--- src/rtl/bram_port_ctrl.sv ---
// bram_port_ctrl: valid/ready requests to BRAM port strobes, read data returned in order via a credit-limited response FIFO.
// Optional macro BRAM_PORT_CTRL_WRITE_RESP_EN: accepted writes also produce a response (write-first data).
module bram_port_ctrl #(
   parameter int DATA_SIZE  = 32,
   parameter int ADDR_SIZE  = 7,
   parameter int RESP_DEPTH = 2
) (
   input  logic                 clk,
   input  logic                 rst_n,
   input  logic                 req_valid,
   output logic                 req_ready,
   input  logic                 req_we,
   input  logic [3:0]           req_wstrb,
   input  logic [ADDR_SIZE-1:0] req_addr,
   input  logic [DATA_SIZE-1:0] req_wdata,
   output logic                 resp_valid,
   input  logic                 resp_ready,
   output logic [DATA_SIZE-1:0] resp_rdata,
   output logic                 bram_en,
   output logic [3:0]           bram_we,
   output logic [ADDR_SIZE-1:0] bram_addr,
   output logic [DATA_SIZE-1:0] bram_din,
   input  logic [DATA_SIZE-1:0] bram_dout
);
   localparam int PW = $clog2(RESP_DEPTH);
   localparam int CW = PW + 1;
   logic                 accept, resp_acc, pending, fifo_empty, push, pop;
   logic [PW-1:0]        wr_ptr, rd_ptr;
   logic [CW-1:0]        fifo_count, outstanding;
   logic [DATA_SIZE-1:0] fifo_mem [RESP_DEPTH];
   // Credit counts the in-flight read plus queued data, so bram_dout always has a slot.
   assign outstanding = fifo_count + CW'(pending);
   assign req_ready   = outstanding < CW'(RESP_DEPTH);
   assign accept      = req_valid & req_ready;
   assign bram_en     = accept;
   assign bram_we     = (accept & req_we) ? req_wstrb : 4'b0;
   assign bram_addr   = req_addr;
   assign bram_din    = req_wdata;
`ifdef BRAM_PORT_CTRL_WRITE_RESP_EN
   assign resp_acc    = accept;
`else
   assign resp_acc    = accept & ~req_we;
`endif
   assign fifo_empty  = fifo_count == '0;
   assign resp_valid  = pending | ~fifo_empty;
   assign resp_rdata  = fifo_empty ? bram_dout : fifo_mem[rd_ptr];
   assign pop         = ~fifo_empty & resp_ready;
   assign push        = pending & (~fifo_empty | ~resp_ready);
   always_ff @(posedge clk or negedge rst_n) begin
      if (!rst_n) begin
         pending    <= 1'b0;
         wr_ptr     <= '0;
         rd_ptr     <= '0;
         fifo_count <= '0;
      end else begin
         pending    <= resp_acc;
         wr_ptr     <= push ? wr_ptr + PW'(1) : wr_ptr;
         rd_ptr     <= pop ? rd_ptr + PW'(1) : rd_ptr;
         fifo_count <= fifo_count + CW'(push) - CW'(pop);
      end
   end
   always_ff @(posedge clk) begin
      if (push) fifo_mem[wr_ptr] <= bram_dout;
   end
endmodule
--- config.mk ---
export PLATFORM = sky130hd
export DESIGN_NAME = bram_port_ctrl
export DESIGN_NICKNAME = d
export VERILOG_FILES = /design/src/rtl/bram_port_ctrl.sv
export SDC_FILE = /design/constraint.sdc
export NUM_CORES = 1
export LEC_CHECK = 0
export ABC_AREA = 0
export BUFFER_PORTS_ARGS = -buffer_cell sky130_fd_sc_hd__buf_2
export CAP_MARGIN = 20
export CORE_UTILIZATION = 49
export CTS_CLUSTER_SIZE = 28
export DETAILED_ROUTE_END_ITERATION = 7
export PLACE_DENSITY = 0.81
export SKIP_LAST_GASP = 1
export SLEW_MARGIN = 0
export SYNTH_ARGS = -nofsm -noshare
export SYNTH_HDL_FRONTEND = slang
export SYNTH_SLANG_ARGS = --single-unit
--- constraint.sdc ---
create_clock -name clk -period 4.15 [get_ports clk]
set_input_delay 0.2075 -clock clk [delete_from_list [all_inputs] [get_ports clk]]
set_output_delay 0.2075 -clock clk [all_outputs]
set_load 0.01 [all_outputs]
==> out/results.ini <==
[run_status]
status = complete, no violations

[synthesis]
avgSynthCellArea_sq_um = 13.0
syn_area_sq_um = 3210
synthArstFlopShare_pct = 7.25
yosysTopAreaCell = edfxtp_1
syn-num-nets = 328
synth_flop_cell = edfxtp_1
synth_edf_count = 64
ys_top_cells_by_count = 64 x edfxtp_1, 40 x buf_4, 35 x nor2_1
synth.area.top_cells = edfxtp_1 60%, mux2i_1 10%, buf_4 9.4%
synth_cell_type_count = 26
ys_warn_count = 0
ys_seq_area_share_pct = 63.9
synth.ff_latch_count = 69
yosysMostFrequentCell = edfxtp_1
postSynthCellCount = 247
synth_top_area_share_pct = 60.0

[sta]
worst_pin_slew_ns = 0.974
maxSlewViolCount = 0
fin_ws_ns = 1.51
min_period_over_period_pct = 63.7
fin_skew_ns = 0.00545
setup_tns_ns = 0
fmax_mhz = 378
finalCriticalPeriod_ns = 2.64
finalHoldViolCount = 0
slew_headroom_pct = 35.1
setup_viol = 0
rsz0062_at_grt = false

[cells_and_area]
fill_cells = 523
antennaDiodeCount = 0
fin_util_pct = 56.3
design_area_sq_um = 3580
syn2layout_area_growth_pct = 11.6
drive_above_1_share_pct = 32.9
nets = 370

[power_and_ir_drop]
clkPwrFrac_pct = 22.8
power_mw = 2.41
internal_power_mw = 1.59
pwr-share-seq_pct = 40.9
power_density_nw_per_um2 = 673
leakage_nw = 1.45
combPwrFrac_pct = 36.3
irDropWorstVdd_mv = 0.342
p_sw_uw = 821
swShare_pct = 34.1

[global_routing]
grt_max_degree = 40
grt_remaining_overflow = 0
first_global_vias = 1800
grt_pass1_wl_um = 8350
antenna_found_initial = 0
grt.total_usage_pct = 15.9

[clocking]
cts_tree = built
cts_made_buffers = 9
clock_sinks = 69
clk_path_buf_depth = 2
clk_latency_ns = 0.33
cts-root-buf = clkbuf_8
clk_pin_slew_ns = 0.06
cts_setup_buffers = 0
htree_levels = 3

[floorplanning]
dieWidth_um = 82.9
start_util_pct = 50.5
fp.dieArea_sq_um = 6870
rows = 29
die_h_um = 82.9
ios = 158
core_sq_um = 6350

[critical_path]
endpoint = fifo_mem[1][14]
reg2reg_depth = 4
path_class = flop to flop
arrival_ns = 2.60
crit_path_start = fifo_count[1]
timing.rr.start = fifo_count[1]
cp.required_ns = 4.10
endpoint_kind = flop
r2r_end = fifo_mem[1][14]
cp_max_fo = 39
r2r_slack_ns = 1.51
critPathLaunchType = flop

[detailed_routing]
routed_wl_um = 5180
vias = 1865
drtIter0Drc = 78
viasPerCell = 5.05
drt_pre_antenna_iters = 4
drc = 0
wl_per_cell_um = 14.0
ant_nets = 0

[placement]
post-dp-hpwl_um = 3440
placed_area_sq_um = 3370
io_buffers = 79
place_ws_ns = 1.50
place_congestion = 0.680

[flow_run]
maxCapViolations = 0

[hold_path]
hp-class = input port to flop

## cell families after synthesis
kind of cell               after synthesis  share of synthesized area, %
buffers and inverters                   54                          11.4
adders and majority gates                1                         0.390
DFF                                     69                          63.9
AOI/OAI and AO/OA                       35                          5.78
muxes                                   32                          9.99
xor gates and xnor gates                 3                         0.820
and+or+nand+nor                         53                          7.77
## cell usage in the layout, fill, tap and decap left out, drive strengths merged, types with 2 or more instances in the layout
cell and instances:
a21oi 32, and2 6, buf 80, bufinv 2, clkbuf 12, dfrtp 5
edfxtp 64, inv 4, mux2i 32, nand3b 2, nor2 35, xnor2 2
## how the worst min path moves through the flow
stage | startpoint | endpoint | slack (ns) | cells after the start
global placement | rst_n | pending | 0.03 | 1
floorplan | rst_n | fifo_count[0] | -0.09 | 0
global route | req_we | pending | 0.02 | 2
finish | req_we | pending | 0.04 | 2
detailed placement | rst_n | pending | 0.03 | 1
CTS | req_we | pending | 0.02 | 2
## repair_timing
action / CTS / global route
resized for setup: 0 / 0
endpoints found under the hold margin: 5 / 0
hold buffers: 1 / 0
## metal layers
layer  vias to the layer above  part of all wire [%]  GRT usage (%)
met1                       846                    42           18.4
li1                        930                     -              -
met4                         0                   2.9           11.3
met5                         -                     0              0
met3                        21                   5.3           3.08
met2                        68                    50           26.5
## through the flow
step                hold slack, ns  std cells
floorplan                  -0.0881        247
global placement            0.0302        354
detailed placement          0.0312        354
CTS                         0.0248        369
global route                0.0221        369
finish                      0.0428        369
## state kept, by name, indices dropped and copies added, names as in the netlist
signal      cells
fifo_mem       64
rd_ptr          1
pending         1
fifo_count      2
wr_ptr          1
## worst max-delay path, stage by stage, from the launching register on
cell and delay, ns:
dfrtp_1 0.43, or2_2 0.45, buf_4 0.44, o21ai_2 0.19, nor2_4 0.73
## cell type report
| cell class | count | area [sq um] | share of cell area (%) |
|---|---|---|---|
| repair buffers | 81 | 413 | 11.5 |
| well taps | 77 | 96.3 | 2.69 |
| clock inverters | 2 | 60.1 | 1.68 |
| flip-flops and latches | 69 | 2050 | 57.3 |
| multi-input cells | 124 | 808 | 22.6 |
| inverters | 4 | 15.0 | 0.420 |
| clock buffers | 12 | 135 | 3.78 |
## power by group through the flow
stage                     combinational [mW]  sequential, mW  clock (mW)
after floorplan                        0.703           0.908           0
after global placement                 0.875           0.992           0
after detailed placement               0.884           0.999           0
after CTS                              0.891           0.986       0.561
after global routing                   0.967           0.999       0.595
final                                  0.873           0.984       0.549
Note: power is estimated with default switching activity, not from simulation.
